--- config.mk ---
export PLATFORM = sky130hd
export DESIGN_NAME = bin2bcd_seq
export DESIGN_NICKNAME = d
export VERILOG_FILES = /design/src/rtl/bin2bcd_seq.sv
export SDC_FILE = /design/constraint.sdc
export NUM_CORES = 1
export LEC_CHECK = 0
export CORE_ASPECT_RATIO = 1.1
export CORE_UTILIZATION = 45
export DETAILED_ROUTE_END_ITERATION = 7
export PLACE_DENSITY_LB_ADDON = 0.15
export SLEW_MARGIN = 20
export SYNTH_ARGS = -nofsm -noshare
export SYNTH_HDL_FRONTEND = slang
export SYNTH_SLANG_ARGS = --single-unit
--- constraint.sdc ---
create_clock -name clk -period 1.95 [get_ports clk]
set_input_delay 0.4875 -clock clk [delete_from_list [all_inputs] [get_ports clk]]
set_output_delay 0.4875 -clock clk [all_outputs]
set_load 0.02 [all_outputs]
--- src/rtl/bin2bcd_seq.sv ---
// bin2bcd_seq -- sequential binary-to-BCD converter (shift-add-3 / double dabble).
// One iteration per clock. A conversion takes WIDTH cycles in SHIFT, then one
// cycle in DONE with done high and the result on bcd.
//
// Parameters
//   WIDTH  : binary operand width (>= 2)
//   DIGITS : BCD digits on bcd; 10**DIGITS must exceed 2**WIDTH - 1
// Ports
//   clk   : clock, all state changes on rising edge
//   rst   : synchronous active-high reset
//   start : conversion request, accepted only while busy = 0
//   bin   : unsigned operand, captured when start is accepted
//   busy  : high while SHIFT iterations are running
//   done  : one-cycle pulse, bcd carries a new result in that cycle
//   bcd   : packed BCD result, digit i in bits [4i+3:4i]; held between results
module bin2bcd_seq #(
  parameter int WIDTH  = 8,
  parameter int DIGITS = 3
) (
  input  logic                  clk,
  input  logic                  rst,
  input  logic                  start,
  input  logic [WIDTH-1:0]      bin,
  output logic                  busy,
  output logic                  done,
  output logic [4*DIGITS-1:0]   bcd
);

  localparam int CW = $clog2(WIDTH + 1);
  localparam int BW = 4 * DIGITS;

  typedef enum logic [1:0] {IDLE, SHIFT, DONE} state_t;

  state_t            state;
  logic [BW-1:0]     scr;    // scratch BCD accumulator, never visible on bcd
  logic [WIDTH-1:0]  opnd;   // operand, shifted out MSB first into scr
  logic [CW-1:0]     cnt;    // iterations completed in this conversion
  logic [BW-1:0]     adj;    // scr after the per-digit add-3 correction
  logic [BW+WIDTH-1:0] sh_nxt;
  logic              last;

  // Per-digit correction: any digit >= 5 gets +3 so the following shift
  // carries correctly into the next decimal digit.
  for (genvar i = 0; i < DIGITS; i++) begin : g_dig
    assign adj[4*i +: 4] = (scr[4*i +: 4] >= 4'd5) ? scr[4*i +: 4] + 4'd3
                                                    : scr[4*i +: 4];
  end

  // Shift {scratch, operand} as one vector; the bit dropped off the top is
  // always zero given the DIGITS sizing guarantee.
  assign sh_nxt = {adj, opnd} << 1;
  assign last   = (cnt == CW'(WIDTH - 1));

  always_ff @(posedge clk) begin
    if (rst) begin
      state <= IDLE;
      busy  <= 1'b0;
      done  <= 1'b0;
      bcd   <= '0;
      scr   <= '0;
      opnd  <= '0;
      cnt   <= '0;
    end else begin
      case (state)
        IDLE, DONE: begin
          done <= 1'b0;
          if (start) begin
            state <= SHIFT;
            busy  <= 1'b1;
            opnd  <= bin;
            scr   <= '0;
            cnt   <= '0;
          end else begin
            state <= IDLE;
          end
        end
        SHIFT: begin
          scr  <= sh_nxt[BW+WIDTH-1:WIDTH];
          opnd <= sh_nxt[WIDTH-1:0];
          cnt  <= cnt + CW'(1);
          // Final iteration: publish the freshly shifted scratch value so the
          // result lands on bcd on the same edge that enters DONE.
          if (last) begin
            state <= DONE;
            busy  <= 1'b0;
            done  <= 1'b1;
            bcd   <= sh_nxt[BW+WIDTH-1:WIDTH];
          end
        end
        default: begin
          state <= IDLE;
          busy  <= 1'b0;
          done  <= 1'b0;
        end
      endcase
    end
  end

endmodule

==> flow_summary.json, run 1 <==
{
  "drive_above_1_share_pct": 8.676,
  "critPathBufInv": 1,
  "ys_warn_count": 0,
  "ioPinCount": 25,
  "synthCells": 187,
  "cpPeakStageDelay_ps": 620,
  "die_h_um": 66.69,
  "synth_seq_cells": 40,
  "die-width_um": 60.81,
  "wl_per_cell_um": 13.74,
  "min_period_over_period_pct": 89.57,
  "maxSlewViolCount": 0,
  "grt_pass1_wl_um": 6141,
  "crit_arrival_ps": 1260,
  "synthTopCellsByCount": "dfxtp_1 (40), a21oi_1 (17), nor2_1 (14)",
  "die_area_mm2": 0.004055,
  "pre_cts_slack_ps": -64.24,
  "worst_pin_slew_ps": 488.0,
  "antenna_found_initial": 0,
  "drc_errors": 0,
  "drt-total-wl_um": 3697,
  "num_rows": 23,
  "combPwrFrac_pct": 9.1,
  "hold_ws_ps": 460.6,
  "root_buffer": "clkbuf_8",
  "n_antenna_cell": 0,
  "synthTopCellsByArea": "dfxtp_1 (47%), ha_1 (5.1%), a21oi_1 (5.0%)",
  "synthFlopType": "dfxtp_1",
  "critical_path.top_delay_family": "buffers and inverters",
  "clock_sinks": 40,
  "cp-start-kind": "flop",
  "cts_hold_buffers": 0,
  "dpl_cell_area_mm2": 0.002051,
  "p_int_mw": 1.143,
  "syn_to_final_growth_pct": 24.34,
  "leakagePower_nw": 0.8026,
  "cts_htree_levels": 2,
  "grt_pass1_vias": 1378,
  "yosys.cell_count.top_type": "dfxtp_1",
  "fin_nets": 237,
  "worst_slack_ps": 203.4,
  "grt_overflow_total": 0,
  "outcome": "complete, no violations",
  "clock_power_share_pct": 34.4,
  "synth_area_leader_cell": "dfxtp_1",
  "cts_tree": "yes",
  "cap_violations": 0,
  "yosysTopAreaCellShare_pct": 46.78,
  "fmax_mhz": 572.5,
  "power_switching_share_pct": 23.79,
  "clk_pin_slew_ps": 70,
  "fin_util_pct": 58.23,
  "fin_area_mm2": 0.002128,
  "setup_violations": 0,
  "post-place-cells": 262,
  "finalHoldViolCount": 0,
  "synth_edf_count": 0,
  "synth_area_per_cell_um2": 9.153,
  "max_slew_margin_pct": 67.43,
  "end_kind": "primary output",
  "ant_nets": 0,
  "clk_latency_ps": 290,
  "synth_async_sr_flop_share_pct": 0,
  "slowest_stage": "clkdlybuf4s50_1",
  "port_buffers": 24,
  "synth-seq-area-share_pct": 46.78,
  "switchingPower_mw": 0.3567,
  "vias": 1455,
  "path_cells": "clkdlybuf4s50_1",
  "numCtsBuffers": 5,
  "path_max_fanout": 2,
  "cts_buffer_depth": 2,
  "power_density_mw_per_mm2": 704.6,
  "peakVddDrop_uv": 475.1,
  "netlist_area_mm2": 0.001712,
  "min_path_type": "reg -> reg",
  "gp_congestion": 0.8287,
  "cts_resized": 0,
  "min_period_ps": 1747,
  "first_pass_iters": 4,
  "tns_ps": 0,
  "drt_iter0_markers": 53,
  "synth_fp_nets": 205,
  "required_ps": 1460,
  "dp_hpwl_um": 2705,
  "p_seq_share_pct": 56.5,
  "grtUsageTotal_pct": 20.89,
  "synth_cell_types": 29,
  "skew_ps": 5.112,
  "core_mm2": 0.003655,
  "post_cts_buffers": 0,
  "start_util_pct": 46.83,
  "criticalPathCategory": "reg -> out",
  "grt_max_degree": 17,
  "rsz0062_at_grt": "false",
  "viasPerCell": 5.409,
  "stdcell_count": 269,
  "p_total_mw": 1.500
}
## power groups by stage
stage                     combinational (mW)  clock (mW)  sequential (mW)
after CTS                              0.136       0.523            0.847
after global routing                   0.150       0.567            0.849
after global placement                 0.132           0            0.865
after floorplan                       0.0747           0            0.865
after detailed placement               0.136           0            0.866
final                                  0.136       0.516            0.847
## final timing paths
check	cells after the start	slack, ps	endpoint	start
min	2	460	bcd[6]	bcd[6]
min reg2reg	2	460	bcd[6]	bcd[6]
max	1	200	bcd[5]	bcd[5]
max reg2reg	6	340	scr[10]	scr[8]
## layout by cell type, fill, tap and decap left out
cell and count:
a211o_1 1, nor2_1 14, mux2i_1 3, a21oi_1 17
dfxtp_1 40, nor2_2 3, a22oi_1 8, o21bai_1 1
clkbuf_1 1, nand3b_1 6, or3_1 2, nor3b_1 7
nand4_1 1, ha_1 7, nand2_1 13, xnor2_1 3
a32o_1 3, a211oi_1 7, a22o_1 3, clkbuf_8 5
a21o_1 4, buf_4 10, nor2b_1 2, and3b_1 1
clkdlybuf4s50_1 24, o31ai_1 3, clkinv_2 1, o21ai_0 7
nand2b_1 5, inv_1 8, nor3_1 4, o22ai_1 5
## layer usage
layer,GRT usage (%),part of all wire (%),vias up,wire [um]
met3,5.825,2.8,5,104
met4,7.670,1.4,0,51
met5,0,0,-,0
met2,36.13,50,26,1835
met1,24.07,46,686,1706
li1,-,-,738,-
## sequential cells by signal, indices dropped and copies added, names as in the netlist
name	cells
bcd	12
busy	1
cnt	4
done	1
opnd	8
scr	12
state	2
## kinds of logic (layout without fill, tap and decap cells)
kind of cell	Yosys count	count (layout)	synth area share [%]
compound gates	59	59	22.73
simple gates	58	58	18.06
flops	40	40	46.78
buf+inv	17	49	4.021
fa+ha+maj	7	7	5.117
xor+xnor	3	3	1.535
mux	3	3	1.754
## area by class of cell
type | instances | area, um2
Fill cell | 346 | 1526
Timing Repair Buffer | 34 | 315.3
Sequential cell | 40 | 800.8
Tap cell | 50 | 62.56
Inverter | 8 | 30.03
Clock inverter | 1 | 5.005
Clock buffer | 6 | 72.57
Multi-Input combinational cell | 130 | 842.1
No activity file was read; power rests on OpenSTA's default activity.
==> inputs of run 2 (changes only) <==
--- a/config.mk
+++ b/config.mk
@@ -5,7 +5,6 @@
 export SDC_FILE = /design/constraint.sdc
 export NUM_CORES = 1
 export LEC_CHECK = 0
-export CORE_ASPECT_RATIO = 1.1
 export CORE_UTILIZATION = 45
 export DETAILED_ROUTE_END_ITERATION = 7
 export PLACE_DENSITY_LB_ADDON = 0.15
==> run 2 against run 1 <==
Net effect: die area barely moved; sequential share of layout area fell by 0.22 points; routed wire length rose by 0.92%; sequential power barely moved; first-iteration DRC count rose by 25%; global-route usage fell by 0.42 points; non-clock buffer count did not move; largest cell class unchanged; highest routed layer unchanged.
==> flow_summary.json, run 2 (same netlist as run 1, synthesis figures left out) <==
{
  "hp-start": "bcd[0]",
  "rr_worst_depth": 4,
  "fmax_mhz": 564.4,
  "syn_to_final_growth_pct": 25.07,
  "cts_tree": "yes",
  "post-place-cells": 260,
  "r2r_start": "state[0]",
  "grtUsageTotal_pct": 20.47,
  "clk_pin_slew_ps": 80,
  "criticalPathCategory": "reg -> out",
  "ioPinCount": 25,
  "cts_hold_buffers": 0,
  "post_cts_buffers": 0,
  "final_common_cell": "dfxtp_1",
  "rrSetupSlack_ps": 300,
  "stdcell_count": 268,
  "peakVddDrop_uv": 499.5,
  "crit_arrival_ps": 1280,
  "leakagePower_nw": 0.8128,
  "grt_max_degree": 14,
  "min_period_over_period_pct": 90.85,
  "min_path_cells": 2,
  "die-width_um": 63.68,
  "antenna_found_initial": 0,
  "drt_iter0_markers": 66,
  "setup_violations": 0,
  "top_regs": "bcd x12, scr x12, opnd x8",
  "cp-start-kind": "flop",
  "required_ps": 1460,
  "maxSlewViolCount": 0,
  "cts_htree_levels": 2,
  "clock_sinks": 40,
  "ant_nets": 0,
  "grt_pass1_vias": 1382,
  "tns_ps": 0,
  "slowest_stage": "clkdlybuf4s50_1",
  "port_buffers": 24,
  "skew_ps": 3.204,
  "cpPeakStageDelay_ps": 630,
  "cts_resized": 0,
  "n_antenna_cell": 0,
  "root_buffer": "clkbuf_8",
  "grt_overflow_total": 0,
  "viasPerCell": 5.451,
  "num_rows": 22,
  "drc_errors": 0,
  "cts_buffer_depth": 2,
  "numCtsBuffers": 5,
  "critical_path.top_delay_family": "buffers and inverters",
  "die_h_um": 63.68,
  "max_slew_margin_pct": 68.49,
  "wl_per_cell_um": 13.92,
  "hold_end": "bcd[0]",
  "fin_nets": 237,
  "outcome": "complete, no violations",
  "finalHoldViolCount": 0,
  "r2r_end": "bcd[6]",
  "drive_above_1_share_pct": 9.545,
  "grt_pass1_wl_um": 6244,
  "cap_violations": 0,
  "path_cells": "clkdlybuf4s50_1",
  "vias": 1461,
  "drt-total-wl_um": 3731,
  "layout_common_cells": "dfxtp_1 (40), clkdlybuf4s50_1 (24), a21oi_1 (17)",
  "worst_pin_slew_ps": 472.2,
  "min_path_type": "reg -> reg",
  "power_density_mw_per_mm2": 725.2,
  "min_period_ps": 1772,
  "end_kind": "primary output",
  "p_total_mw": 1.553,
  "rsz0062_at_grt": "false",
  "path_max_fanout": 3,
  "start_util_pct": 46.75,
  "clk_latency_ps": 290,
  "critPathBufInv": 1,
  "first_pass_iters": 4,
  "gp_congestion": 0.8684,
  "die_area_mm2": 0.004055,
  "core_mm2": 0.003661,
  "dp_hpwl_um": 2718
}
==> run 2: changes by cell type in the layout (fill, tap and decap cells not counted), sizes merged <==
| cell | previous run | this run |
|---|---|---|
| clkinv | 1 | 2 |
==> run 2: worst max-delay path by stage <==
stage	from	to	slack [ps]	cells after the start
6_report	busy	busy	180	1
5_1_grt	state[0]	bcd[6]	70	4
4_1_cts	busy	busy	180	1
3_5_place_dp	start	scr[11]	6	5
3_3_place_gp	start	scr[7]	60	5
2_1_floorplan	start	scr[7]	550	5
==> run 2: metrics by stage <==
| stage | instance area, um2 | hold slack (ps) | setup WS, ps | util [%] |
|---|---|---|---|---|
| floorplan | 1712 | 436.8 | 546.8 | - |
| global placement | 2048 | 442.2 | 61.71 | 55.95 |
| detailed placement | 2048 | 452.8 | 6.466 | 55.95 |
| CTS | 2141 | 463.3 | 175.1 | 58.48 |
| global route | 2141 | 485.0 | 68.63 | 58.48 |
| finish | 2141 | 463.4 | 178.3 | 58.48 |
==> run 2: power by group <==
group	switching, mW	leakage (nW)	total [mW]	internal [mW]
Combinational	0.0709	0.438	0.135	0.0642
Clock	0.288	0.0510	0.570	0.282
Sequential	0.0130	0.324	0.848	0.835
==> run 2: layout make-up <==
cell class | count | area [um2]
clock buffer | 6 | 82.58
clock inverter | 2 | 10.01
fill | 339 | 1520
inverter | 8 | 30.03
multi-input combinational | 130 | 842.1
sequential | 40 | 800.8
tap | 48 | 60.06
timing repair buffer | 34 | 315.3
==> run 2: per-layer routing <==
metal / global-route usage, % / vias up / part of all wire (%)
met5: 0 / - / 0
met4: 7.670 / 0 / 1.6
met3: 5.978 / 7 / 3.5
met2: 35.11 / 29 / 49
met1: 23.80 / 696 / 46
li1: - / 729 / -
==> run 2: worst min-delay path, stage by stage (launching register included) <==
cell	delay, ps
dfxtp_1	310
nand2_1	50
a21oi_1	60
==> inputs of run 3 (changes only) <==
--- a/config.mk
+++ b/config.mk
@@ -5,7 +5,9 @@
 export SDC_FILE = /design/constraint.sdc
 export NUM_CORES = 1
 export LEC_CHECK = 0
+export ABC_CLOCK_PERIOD_IN_PS = 1900
 export CORE_UTILIZATION = 45
+export CTS_CLUSTER_SIZE = 16
 export DETAILED_ROUTE_END_ITERATION = 7
 export PLACE_DENSITY_LB_ADDON = 0.15
 export SLEW_MARGIN = 20
==> constraint.sdc (replaced) <==
create_clock -name clk -period 1.9 [get_ports clk]
set_input_delay 0.475 -clock clk [delete_from_list [all_inputs] [get_ports clk]]
set_output_delay 0.475 -clock clk [all_outputs]
set_load 0.02 [all_outputs]
==> run 3 against run 2 <==
Net effect: final area is 1.1% higher; sequential power is 2.6% higher; critical path depth stayed put; clock skew is 2.4 ps higher; core utilization is 0.62 points higher; die area stayed put; hold slack worse by 7.3 ps; clock-buffer cell count stayed put; non-clock buffer count is 1 higher; sequential share of layout area is 0.39 points lower; combinational power is 4% higher; global-route usage is 0.47 points lower; largest power group unchanged; highest routed layer unchanged.
==> flow_summary.json, run 3 (same netlist as run 1, synthesis figures left out) <==
{
  "n_antenna_cell": 0,
  "grtUsageTotal_pct": 20.00,
  "clk_latency_ps": 290,
  "rsz0062_at_grt": "false",
  "finalHoldViolCount": 0,
  "viasPerCell": 5.405,
  "grt_pass1_vias": 1384,
  "vias": 1454,
  "numCtsBuffers": 5,
  "slowest_stage": "clkdlybuf4s50_1",
  "tns_ps": 0,
  "wl_per_cell_um": 13.48,
  "drive_above_1_share_pct": 9.502,
  "p_total_mw": 1.694,
  "critical_path.top_delay_family": "buffers and inverters",
  "ioPinCount": 25,
  "fin_util_pct": 59.09,
  "cts_hold_buffers": 0,
  "post_cts_buffers": 0,
  "root_buffer": "clkbuf_8",
  "worst_pin_slew_ps": 445.2,
  "drt_iter0_markers": 51,
  "syn_to_final_growth_pct": 26.39,
  "skew_ps": 5.636,
  "first_pass_iters": 4,
  "final_common_cell": "dfxtp_1",
  "grt_pass1_wl_um": 6210,
  "fin_nets": 238,
  "drc_errors": 0,
  "clock_sinks": 40,
  "num_rows": 22,
  "end_kind": "primary output",
  "path_max_fanout": 3,
  "cts_resized": 0,
  "grt_max_degree": 17,
  "clk_pin_slew_ps": 80,
  "die-width_um": 63.68,
  "layout_common_cells": "dfxtp_1 (40), clkdlybuf4s50_1 (24), a21oi_1 (17)",
  "min_path_type": "reg -> reg",
  "dp_hpwl_um": 2684,
  "critPathBufInv": 1,
  "cts_htree_levels": 2,
  "power_density_mw_per_mm2": 783.1,
  "required_ps": 1420,
  "gp_congestion": 0.8557,
  "min_period_ps": 1736,
  "leakagePower_nw": 0.8219,
  "antenna_found_initial": 0,
  "grt_overflow_total": 0,
  "criticalPathCategory": "reg -> out",
  "outcome": "complete, no violations",
  "stdcell_count": 269,
  "ant_nets": 0,
  "cpPeakStageDelay_ps": 610,
  "cts_buffer_depth": 2,
  "die_area_mm2": 0.004055,
  "top_regs": "bcd x12, scr x12, opnd x8",
  "core_mm2": 0.003661,
  "cp-start-kind": "flop",
  "peakVddDrop_uv": 412.4,
  "min_period_over_period_pct": 91.38,
  "post-place-cells": 261,
  "drt-total-wl_um": 3625,
  "maxSlewViolCount": 0,
  "start_util_pct": 46.75,
  "max_slew_margin_pct": 70.29,
  "fmax_mhz": 575.9,
  "crit_arrival_ps": 1260,
  "hold_ws_ps": 456.1,
  "cap_violations": 0,
  "die_h_um": 63.68,
  "cts_tree": "yes",
  "port_buffers": 24,
  "path_cells": "clkdlybuf4s50_1",
  "setup_violations": 0
}
## run 3: worst reg2reg max path: stages, from the launching register on
cell and delay [ps]:
dfxtp_1 390, ha_1 220, and3b_1 240, nand2_1 270, a211o_1 320, a21oi_1 110
## run 3: path summary, 6_finish.rpt
check / startpoint / end / slack, ps / depth (start not counted)
worst min register to register: bcd[6] / bcd[6] / 460 / 2
worst max-delay path: busy / busy / 160 / 1
worst max register to register: cnt[0] / bcd[6] / 280 / 5
worst min-delay path: bcd[6] / bcd[6] / 460 / 2
## run 3: area by class of cell
class                           count  area, um2
Clock buffer                        6      72.57
Clock inverter                      2      35.03
Tap cell                           48      60.06
Sequential cell                    40      800.8
Inverter                            8      30.03
Multi-Input combinational cell    130      842.1
Fill cell                         332       1498
Timing Repair Buffer               35      322.8
## run 3: power by group
part	leakage [nW]	total (mW)	switching [mW]	internal (mW)
Clock	0.0552	0.683	0.293	0.390
Combinational	0.442	0.141	0.0726	0.0686
Sequential	0.324	0.870	0.0131	0.856
Total	0.822	1.69	0.379	1.31
## run 3: stage by stage
step	setup slack [ps]	area, um2
after floorplan	509.3	1712
final	163.7	2163
after global placement	60.07	2056
after CTS	149.4	2163
after global routing	94.70	2163
after detailed placement	18.36	2056
## run 3: routing by layer
layer	up-vias	GRT usage (%)	wire length, um
li1	743	-	-
met1	674	22.97	1694
met2	33	34.31	1729
met3	4	5.616	158
met4	0	8.523	42
met5	-	0	0
